[config.mk]
export PLATFORM = sky130hd
export DESIGN_NAME = clk_time_ctrl
export DESIGN_NICKNAME = d
export VERILOG_FILES = /design/src/rtl/clk_ctrl_pkg.sv /design/src/rtl/tick_div.sv /design/src/rtl/clk_time_ctrl.sv
export SDC_FILE = /design/constraint.sdc
export NUM_CORES = 1
export LEC_CHECK = 0
export ABC_AREA = 1
export BUFFER_PORTS_ARGS = -buffer_cell sky130_fd_sc_hd__buf_4
export CAP_MARGIN = 25
export CORE_UTILIZATION = 63
export CTS_CLUSTER_SIZE = 16
export DETAILED_ROUTE_END_ITERATION = 16
export GPL_TIMING_DRIVEN = 1
export PLACE_DENSITY = 0.82
export SYNTH_ARGS = -nofsm -noshare
export SYNTH_HDL_FRONTEND = slang
export SYNTH_SLANG_ARGS = --single-unit
[constraint.sdc]
create_clock -name clk -period 4.8 [get_ports clk]
set_input_delay 0.72 -clock clk [delete_from_list [all_inputs] [get_ports clk]]
set_output_delay 0.72 -clock clk [all_outputs]
set_load 0.02 [all_outputs]
[src/rtl/clk_ctrl_pkg.sv]
// clk_ctrl_pkg: mode encodings, field limits and BCD increment for the clock controller
package clk_ctrl_pkg;
  typedef enum logic [1:0] {
    MODE_RUN      = 2'd0,
    MODE_SET_HOUR = 2'd1,
    MODE_SET_MIN  = 2'd2,
    MODE_SET_SEC  = 2'd3
  } mode_t;
  localparam logic [7:0] SEC_MAX  = 8'h59;
  localparam logic [7:0] MIN_MAX  = 8'h59;
  localparam logic [7:0] HOUR_MAX = 8'h23;
  function automatic logic [7:0] bcd_inc(input logic [7:0] v, input logic [7:0] max);
    return (v[7:4] > 4'd9 || v[3:0] > 4'd9 || v == max) ? 8'h00 :
           (v[3:0] == 4'd9) ? {v[7:4] + 4'd1, 4'd0} : v + 8'd1;
  endfunction
endpackage

[src/rtl/tick_div.sv]
// tick_div: clearable divider; tick is high during the last cycle of each DIV-cycle period
module tick_div #(
  parameter int DIV = 10
) (
  input  logic clk,
  input  logic rst,
  input  logic clr,
  input  logic en,
  output logic tick
);
  localparam int W = (DIV > 2) ? $clog2(DIV) : 1;
  logic [W-1:0] cnt;
  always_comb tick = en && !clr && cnt == W'(DIV - 1);
  always_ff @(posedge clk)
    if (rst || clr) cnt <= '0;
    else if (en) cnt <= tick ? '0 : cnt + W'(1);
endmodule

[src/rtl/clk_time_ctrl.sv]
// clk_time_ctrl: run/set controller feeding sec_en and load strobes to the BCD time chain
module clk_time_ctrl
  import clk_ctrl_pkg::*;
#(
  parameter int CLK_DIV   = 50_000_000,
  parameter int BLINK_DIV = 25_000_000
) (
  input  logic       clk,
  input  logic       rst,
  input  logic       mode_key,
  input  logic       inc_key,
  input  logic [7:0] sec_q,
  input  logic [7:0] min_q,
  input  logic [7:0] hour_q,
  output logic       sec_en,
  output logic       sec_load,
  output logic       min_load,
  output logic       hour_load,
  output logic [7:0] load_data,
  output logic [1:0] mode,
  output logic       blink
);
  mode_t st, st_nx;
  logic run_en, run_clr, set_en, inc_ok, any_load, sec_tick, blink_tick, blink_clr;
  logic [7:0] field, fmax, data_nx;
  logic [2:0] load_nx;
  always_ff @(posedge clk)
    st <= rst ? MODE_RUN : st_nx;
  always_comb st_nx = mode_key ? mode_t'(st + 2'd1) : st;
  // a mode key clears both dividers, so counting restarts from the edge the mode changes
  always_comb begin
    any_load  = sec_load | min_load | hour_load;
    run_en    = st == MODE_RUN && !mode_key;
    run_clr   = !run_en;
    set_en    = st != MODE_RUN;
    inc_ok    = inc_key && !mode_key && set_en && !any_load;
    blink_clr = !set_en || mode_key || inc_ok;
    field     = st == MODE_SET_HOUR ? hour_q : st == MODE_SET_MIN ? min_q : sec_q;
    fmax      = st == MODE_SET_HOUR ? HOUR_MAX : st == MODE_SET_MIN ? MIN_MAX : SEC_MAX;
    load_nx   = inc_ok ? {st == MODE_SET_HOUR, st == MODE_SET_MIN, st == MODE_SET_SEC} : 3'b000;
    data_nx   = inc_ok ? bcd_inc(field, fmax) : 8'h00;
  end
  always_ff @(posedge clk)
    if (rst) begin
      sec_en <= 1'b0;
      {hour_load, min_load, sec_load} <= 3'b000;
      load_data <= 8'h00;
      blink <= 1'b0;
    end else begin
      sec_en <= sec_tick;
      {hour_load, min_load, sec_load} <= load_nx;
      load_data <= data_nx;
      blink <= blink_clr ? 1'b0 : blink ^ blink_tick;
    end
  assign mode = st;
  tick_div #(.DIV(CLK_DIV)) u_pre (
    .clk(clk), .rst(rst), .clr(run_clr), .en(run_en), .tick(sec_tick)
  );
  tick_div #(.DIV(BLINK_DIV)) u_blink (
    .clk(clk), .rst(rst), .clr(blink_clr), .en(set_en), .tick(blink_tick)
  );
endmodule

==> results.ini, run 1 <==
[floorplanning]
start_util_pct=64.9
row_count=28
io_pins=43
die_x_um=79.9
die-area_sq_mm=0.00638
coreArea_sq_mm=0.00589
die_h_um=79.9

[routing]
wire_per_inst_um=12.3
drc=0
via_per_inst=5.33
drtIter0Drc=190
vias=3824
drt-total-wl_um=8810
ant_nets=0
first_pass_iters=5

[layout]
syn_to_final_growth_pct=14.6
diodes=0
utilization_pct=74.4
final_area_sq_mm=0.00438
fillCellCount=507
drive_gt1_share_pct=13.4
nNetsFinal=677

[synthesis]
ys.flop_type=dfxtp_1
synth_edf_count=0
yosysUniqueCellTypes=33
synth_top_area_share_pct=34.6
synth.most_common_cell=nand2_1
syn_nets=630
yosys.area_share.simple_pct=43.3
synth.cell_area_sq_mm=0.00382
synth_area_leaders=dfxtp_1, nand2_1, nor2_1
synth_cells=590
synthArstFlopShare_pct=0
synth_compound_area_share_pct=4.81
yosysSeqAreaShare_pct=34.6
ys_ff_latch=66
yosys-top-cells-count=nand2_1, nor2_1, inv_1, dfxtp_1, nand3_1
synth_top_family_by_area=simple AND/OR/NAND/NOR gates
synth.avg_cell_area_sq_um=6.48
synthAdderAreaFrac_pct=3.93
yosysTopAreaCell=dfxtp_1
yosysWarningCount=0
synthXorXnorAreaFrac_pct=4.12
synth_mux_area_share_pct=0

[clock_tree]
h-tree-depth=3
path_clk_slew_ns=0.08
numCtsBuffers=9
postCtsResizedCells=0
cts_sinks=66
cts_root_buffer=clkbuf_8
hold_buffers=0
tritoncts=done
clock_latency_ns=0.35
cts_setup_buffers=0
max-clock-path-buffers=2

[setup_path]
crit_path_cell_trace=inv_1 > ha_1 > inv_2 > nand2_1 > a31oi_2 > inv_1 > ha_1 > or2_2 > nand3_1 > nand2_1 > nand2_1 > nor2_1 > nand2_1 > inv_1 > nand2_1 > inv_1
cp-start-kind=flip-flop
endpoint=load_data[6]$_SDFF_PP0_
critical_path_arrival_ns=2.84
slowest_delay_ns=0.40
critical_path_class=reg -> reg
r2r-start=mode[0]$_SDFFE_PP0P_
crit_cells=16
crit_path_end_kind=flip-flop
r2r_slack_ns=2.21
critPathLaunch=mode[0]$_SDFFE_PP0P_
crit_fanout=10
cpLargestDelayFamily=simple AND/OR/NAND/NOR gates
cpMaxStageDelayCell=dfxtp_1
required_ns=5.05
crit_buf_inv=5
r2r_cells=16
cp_common_cell=nand2_1
rr_endpoint=load_data[6]$_SDFF_PP0_

[placement]
gp_congestion=0.902
placed_cell_area_sq_mm=0.00418
portBuffers=42
hpwl_um=6830

[timing]
fin_crit_ns=2.59
maxSlewViolCount=0
finClkSkew_ns=0.0118
setup_tns_ns=0
slew_headroom_pct=44.7
final-setup-viol-count=0
tightest_slew_ns=0.827
whs_ns=0.461
rsz0062_at_grt=false
report.final.hold_viol_count=0
timing.fmax_mhz=386
fin_crit_sh_pct=54.0

[global_route]
grt_pass1_vias=3484
overflow=0
grt_max_degree=18
antenna_found_initial=0
grt_pass1_wl_um=15000
grt_util_all_layers_pct=30.1

[pwr]
peakVddDrop_mv=0.264
power_density_mw_per_mm2=265
leakagePower_nw=1.81

[job]
maxCapViolCount=0

[outcome]
status=finished clean

[worst_hold_path]
hold_path_class=reg -> reg

-- stage by stage --
stage | instances | setup WS, ns | power [mW]
2_1_floorplan | 590 | 2.38 | 0.669
3_5_place_dp | 701 | 2.24 | 0.712
6_report | 717 | 2.21 | 1.16
3_3_place_gp | 701 | 2.39 | 0.706
4_1_cts | 717 | 2.22 | 1.16
5_1_grt | 717 | 1.97 | 1.20
-- routing by layer --
layer	share of wire [%]	GRT usage [%]	wire [um]
met1	44	37.5	3920
met2	47	50.1	4130
met3	6.5	6.29	570
met4	2.2	12.7	190
met5	0	0	0
-- power by group --
part	switching [mW]	leakage [nW]	internal (mW)
registers	0.00315	0.532	0.551
logic	0.0912	1.18	0.0542
clock network	0.226	0.0992	0.234
total	0.320	1.81	0.839
-- sequential cells by signal, indices dropped and copies added (netlist names) --
name / count
blink: 1
hour_load: 1
load_data: 8
min_load: 1
mode: 2
sec_en: 1
sec_load: 1
u_blink.cnt: 25
u_pre.cnt: 26
-- worst reg2reg max path: cells and delay by family (launching register included) --
kind | cells | cell delay [ns]
AOI/OAI and AO/OA | 1 | 0.28
adders and majority gates | 2 | 0.52
buffers and inverters | 5 | 0.50
DFF | 1 | 0.40
and+or+nand+nor | 8 | 0.82
-- kinds of logic (layout without fill, tap and decap cells) --
logic type	after synthesis	count (layout)
adders and majority gates	12	12
AOI/OAI and AO/OA	32	32
DFF	66	66
buffers and inverters	86	138
and+or+nand+nor	376	376
xor gates and xnor gates	18	18
-- worst min-delay path by stage --
stage               cells after the start  slack, ns                      start                        end
floorplan                               1       0.42  u_pre.cnt[0]$_SDFFE_PP0P_  u_pre.cnt[0]$_SDFFE_PP0P_
global placement                        1       0.43  u_pre.cnt[0]$_SDFFE_PP0P_  u_pre.cnt[0]$_SDFFE_PP0P_
detailed placement                      1       0.45  u_pre.cnt[0]$_SDFFE_PP0P_  u_pre.cnt[0]$_SDFFE_PP0P_
CTS                                     1       0.46  u_pre.cnt[0]$_SDFFE_PP0P_  u_pre.cnt[0]$_SDFFE_PP0P_
global route                            1       0.49  u_pre.cnt[0]$_SDFFE_PP0P_  u_pre.cnt[0]$_SDFFE_PP0P_
finish                                  1       0.46  u_pre.cnt[0]$_SDFFE_PP0P_  u_pre.cnt[0]$_SDFFE_PP0P_
-- cell usage in the layout (no fill, tap or decap) --
cell / Yosys / routed
a21oi_1: 15 / 15
a31oi_1: 1 / 1
a31oi_2: 1 / 1
and3_1: 1 / 1
buf_4: 3 / 42
clkbuf_8: 0 / 12
clkinv_4: 0 / 2
clkinvlp_4: 0 / 1
dfxtp_1: 66 / 66
ha_1: 12 / 12
inv_1: 76 / 76
inv_2: 2 / 2
inv_4: 2 / 2
inv_6: 0 / 1
nand2_1: 142 / 142
nand2_2: 3 / 3
nand3_1: 43 / 43
nand3_2: 3 / 3
nand3b_1: 1 / 1
nand4_1: 18 / 18
nor2_1: 117 / 117
nor2_2: 9 / 9
nor2_8: 1 / 1
nor3_1: 27 / 27
nor3_4: 1 / 1
nor3b_1: 1 / 1
nor4_1: 3 / 3
o21ai_0: 10 / 10
o21ai_2: 2 / 2
o21bai_1: 3 / 3
or2_0: 1 / 1
or2_1: 1 / 1
or2_2: 4 / 4
xnor2_1: 1 / 1
xor2_1: 17 / 17
-- area by class of cell --
class	count	area (sq um)	area share [%]
tap	75	93.8	2.14
timing repair buffer	42	315	7.20
clock inverter	4	33.8	0.771
inverter	80	305	6.97
sequential	66	1320	30.2
multi-input combinational	438	2150	49.0
clock buffer	12	165	3.77
No activity file was read; power rests on OpenSTA's default activity.
==> run 2: changes to the inputs <==
Settings changed: ABC_AREA 1 to 0, CORE_UTILIZATION 63 to 52, PLACE_DENSITY 0.82 to 0.73.
Clock period 4.8 ns to 2.35 ns, I/O delays scaled along.
==> results.ini, run 2 <==
[outcome]
status=finished clean  ; unchanged

[setup_path]
slowest_delay_ns=0.37  ; was 0.40 ns
required_ns=2.59  ; was 5.05 ns
crit_fanout=5  ; was 10
cpMaxStageDelayCell=dfxtp_4  ; was dfxtp_1
r2r_cells=10  ; was 16
r2r-start=mode[0]$_SDFFE_PP0P_  ; unchanged
critical_path_arrival_ns=2.52  ; was 2.84 ns
cp-start-kind=flip-flop  ; unchanged
critical_path_class=reg -> reg  ; unchanged
crit_path_cell_trace=inv_4 > ha_4 > mux2_4 > mux2i_4 > ha_4 > inv_1 > a211o_4 > a211oi_2 > xor2_1 > nor2_1  ; was inv_1 > ha_1 > inv_2 > nand2_1 > a31oi_2 > inv_1 > ha_1 > or2_2 > nand3_1 > nand2_1 > nand2_1 > nor2_1 > nand2_1 > inv_1 > nand2_1 > inv_1
r2r_slack_ns=0.07  ; was 2.21 ns
crit_path_end_kind=flip-flop  ; unchanged
rr_endpoint=load_data[6]$_SDFF_PP0_  ; unchanged
cp_common_cell=ha_4  ; was nand2_1

[timing]
fin_ws_ns=0.0747  ; was 2.21 ns
fin_crit_ns=2.28  ; was 2.59 ns
report.final.hold_viol_count=0  ; unchanged
finClkSkew_ns=0.00390  ; was 0.0118 ns
fin_crit_sh_pct=96.8  ; was 54.0%
final-setup-viol-count=0  ; unchanged
maxSlewViolCount=0  ; unchanged
timing.fmax_mhz=439  ; was 386 MHz
tightest_slew_ns=0.505  ; was 0.827 ns
slew_headroom_pct=66.2  ; was 44.7%

[layout]
largest_reg_flops=26  ; unchanged
utilization_pct=68.5  ; was 74.4%
nNetsFinal=474  ; was 677
fillCellCount=492  ; was 507
multi_input_area_sq_mm=0.00200  ; was 0.00215 sq mm
largest-register=u_pre.cnt  ; unchanged
seq_area_sq_mm=0.00133  ; was 0.00132 sq mm
drive_gt1_share_pct=23.0  ; was 13.4%
final_area_sq_mm=0.00415  ; was 0.00438 sq mm
top_regs=u_pre.cnt (26), u_blink.cnt (25), load_data (8)  ; unchanged
layout_commonest_cell=nor2_1  ; was nand2_1
diodes=0  ; unchanged
mostFrequentLayoutCells=nor2_1, dfxtp_1, buf_4  ; was nand2_1, nor2_1, inv_1
syn_to_final_growth_pct=24.2  ; was 14.6%

[synthesis]
yosysSeqAreaShare_pct=39.5  ; was 34.6%
ys.flop_type=dfxtp_1  ; unchanged
synth_area_leaders=dfxtp_1, nor2_1, xnor2_1  ; was dfxtp_1, nand2_1, nor2_1
synth.cell_area_sq_mm=0.00334  ; was 0.00382 sq mm
syn_nets=416  ; was 630
synth_top_area_share_pct=39.5  ; was 34.6%
synth.avg_cell_area_sq_um=8.89  ; was 6.48 sq um
yosysWarningCount=0  ; unchanged
yosysTopAreaCell=dfxtp_1  ; unchanged
ys_ff_latch=66  ; unchanged
synthArstFlopShare_pct=0  ; unchanged
synth_cells=376  ; was 590
yosysUniqueCellTypes=51  ; was 33
yosys-top-cells-count=dfxtp_1, nor2_1, xnor2_1, xor2_1, nand2_1  ; was nand2_1, nor2_1, inv_1, dfxtp_1, nand3_1
synth_edf_count=0  ; unchanged

[routing]
drtIter0Drc=110  ; was 190
ant_nets=0  ; unchanged
via_per_inst=5.36  ; was 5.33
first_pass_iters=4  ; was 5
drc=0  ; unchanged
wire_per_inst_um=13.6  ; was 12.3 um
drt-total-wl_um=7010  ; was 8810 um
vias=2757  ; was 3824

[clock_tree]
hold_buffers=0  ; unchanged
h-tree-depth=3  ; unchanged
path_clk_slew_ns=0.07  ; was 0.08 ns
numCtsBuffers=9  ; unchanged
clock_latency_ns=0.35  ; about the same
cts_root_buffer=clkbuf_8  ; unchanged
tritoncts=done  ; unchanged
max-clock-path-buffers=2  ; unchanged
cts_sinks=66  ; unchanged

[placement]
dp_slack_ns=0.0305  ; was 2.24 ns
portBuffers=42  ; unchanged
gp_congestion=0.877  ; was 0.902
hpwl_um=5080  ; was 6830 um
placed_cell_area_sq_mm=0.00384  ; was 0.00418 sq mm

[floorplanning]
die_h_um=82.2  ; was 79.9 um
start_util_pct=55.1  ; was 64.9%
die_x_um=82.2  ; was 79.9 um
coreArea_sq_mm=0.00606  ; was 0.00589 sq mm
io_pins=43  ; unchanged
die-area_sq_mm=0.00675  ; was 0.00638 sq mm
row_count=28  ; unchanged

[pwr]
peakVddDrop_mv=0.463  ; was 0.264 mV
p_clk_share_pct=41.3  ; was 39.6%
switching_share_pct=24.3  ; was 27.6%
power_density_mw_per_mm2=614  ; was 265 mW/mm^2
p_comb_share_pct=14.2  ; was 12.6%
leakagePower_nw=1.52  ; was 1.81 nW
seq_power_share_pct=44.5  ; was 47.8%
intPower_mw=1.93  ; was 0.839 mW
switching_power_mw=0.620  ; was 0.320 mW

[global_route]
grt_pass1_wl_um=11400  ; was 15000 um
antenna_found_initial=0  ; unchanged
grt_pass1_vias=2663  ; was 3484
grt_max_degree=22  ; was 18
overflow=0  ; unchanged
grt_util_all_layers_pct=22.4  ; was 30.1%

[worst_hold_path]
min_to=mode[0]$_SDFFE_PP0P_  ; was u_pre.cnt[0]$_SDFFE_PP0P_
hold_path_class=in -> reg  ; was reg -> reg
whs_path_depth=2  ; was 1
hp-start=rst  ; was u_pre.cnt[0]$_SDFFE_PP0P_

[job]
maxCapViolCount=0  ; unchanged

==> run 2: cell count changes after synthesis, sizes merged, moves of 10 or more <==
cell   before  now
a21oi      15    5
and3        1   12
nand3      46   15
nor3       28   16
xnor2       1   28
nor2      127   66
nand2     145   21
inv        80   16
==> run 2: kinds of logic after synthesis <==
group / Yosys count / synth area share [%]
xor gates and xnor gates: 53 / 13.9
DFF: 66 / 39.5
muxes: 15 / 5.20
AOI/OAI and AO/OA: 19 / 4.31
and+or+nand+nor: 185 / 29.1
buffers and inverters: 26 / 3.48
adders and majority gates: 12 / 4.49
==> run 2: per-stage QoR <==
| step | cells | hold slack [ns] | power [mW] | setup TNS [ns] |
|---|---|---|---|---|
| after detailed placement | 495 | 0.431 | 1.48 | 0 |
| after floorplan | 376 | 0.413 | 1.36 | 0 |
| after CTS | 511 | 0.222 | 2.53 | 0 |
| final | 514 | 0.219 | 2.55 | 0 |
| after global placement | 495 | 0.428 | 1.47 | 0 |
| after global routing | 514 | 0.225 | 2.66 | -0.0371 |
==> run 2: layout make-up <==
| cell class | count | share of cell area (%) |
|---|---|---|
| timing repair buffer | 57 | 10.8 |
| multi-input combinational | 284 | 48.1 |
| clock buffer | 12 | 3.50 |
| tap | 75 | 2.26 |
| clock inverter | 4 | 1.81 |
| sequential | 66 | 31.9 |
| inverter | 16 | 1.57 |
==> run 2: worst max path at each step <==
stage / start / to / slack (ns) / depth (start not counted)
finish: mode[0]$_SDFFE_PP0P_ / load_data[6]$_SDFF_PP0_ / 0.07 / 10
global route: mode[0]$_SDFFE_PP0P_ / load_data[5]$_SDFF_PP0_ / -0.02 / 10
CTS: mode[0]$_SDFFE_PP0P_ / load_data[6]$_SDFF_PP0_ / 0.05 / 10
detailed placement: mode[0]$_SDFFE_PP0P_ / load_data[5]$_SDFF_PP0_ / 0.03 / 10
global placement: mode[0]$_SDFFE_PP0P_ / load_data[5]$_SDFF_PP0_ / 0.08 / 10
floorplan: mode[1]$_SDFFE_PP0P_ / load_data[5]$_SDFF_PP0_ / 0.00002 / 10
==> run 2: power groups by stage <==
stage | Sequential [mW] | Clock [mW] | Combinational, mW
6_report | 1.13 | 1.05 | 0.363
5_1_grt | 1.13 | 1.13 | 0.391
4_1_cts | 1.13 | 1.07 | 0.324
3_5_place_dp | 1.16 | 0 | 0.319
3_3_place_gp | 1.16 | 0 | 0.313
2_1_floorplan | 1.17 | 0 | 0.197
==> run 2: critical path, delay by kind of cell (launching register included) <==
family	cells	cell delay, ns
compound gates	2	0.54
xor+xnor	1	0.17
fa+ha+maj	2	0.36
buf+inv	2	0.10
flops	1	0.37
mux	2	0.57
simple gates	1	0.05
==> run 2: what timing repair did <==
action | in CTS | in global routing
setup buffers | 0 | 3
gates resized for setup | 1 | 12
pin swaps | 0 | 7
setup endpoints to repair | 1 | 6
==> run 2: metal layers <==
layer | global-route usage, % | routed length, um | up-vias
li1 | - | - | 1409
met1 | 26.1 | 3300 | 1291
met3 | 5.93 | 297 | 9
met2 | 38.3 | 3330 | 48
met4 | 9.82 | 83 | 0
met5 | 0 | 0 | -
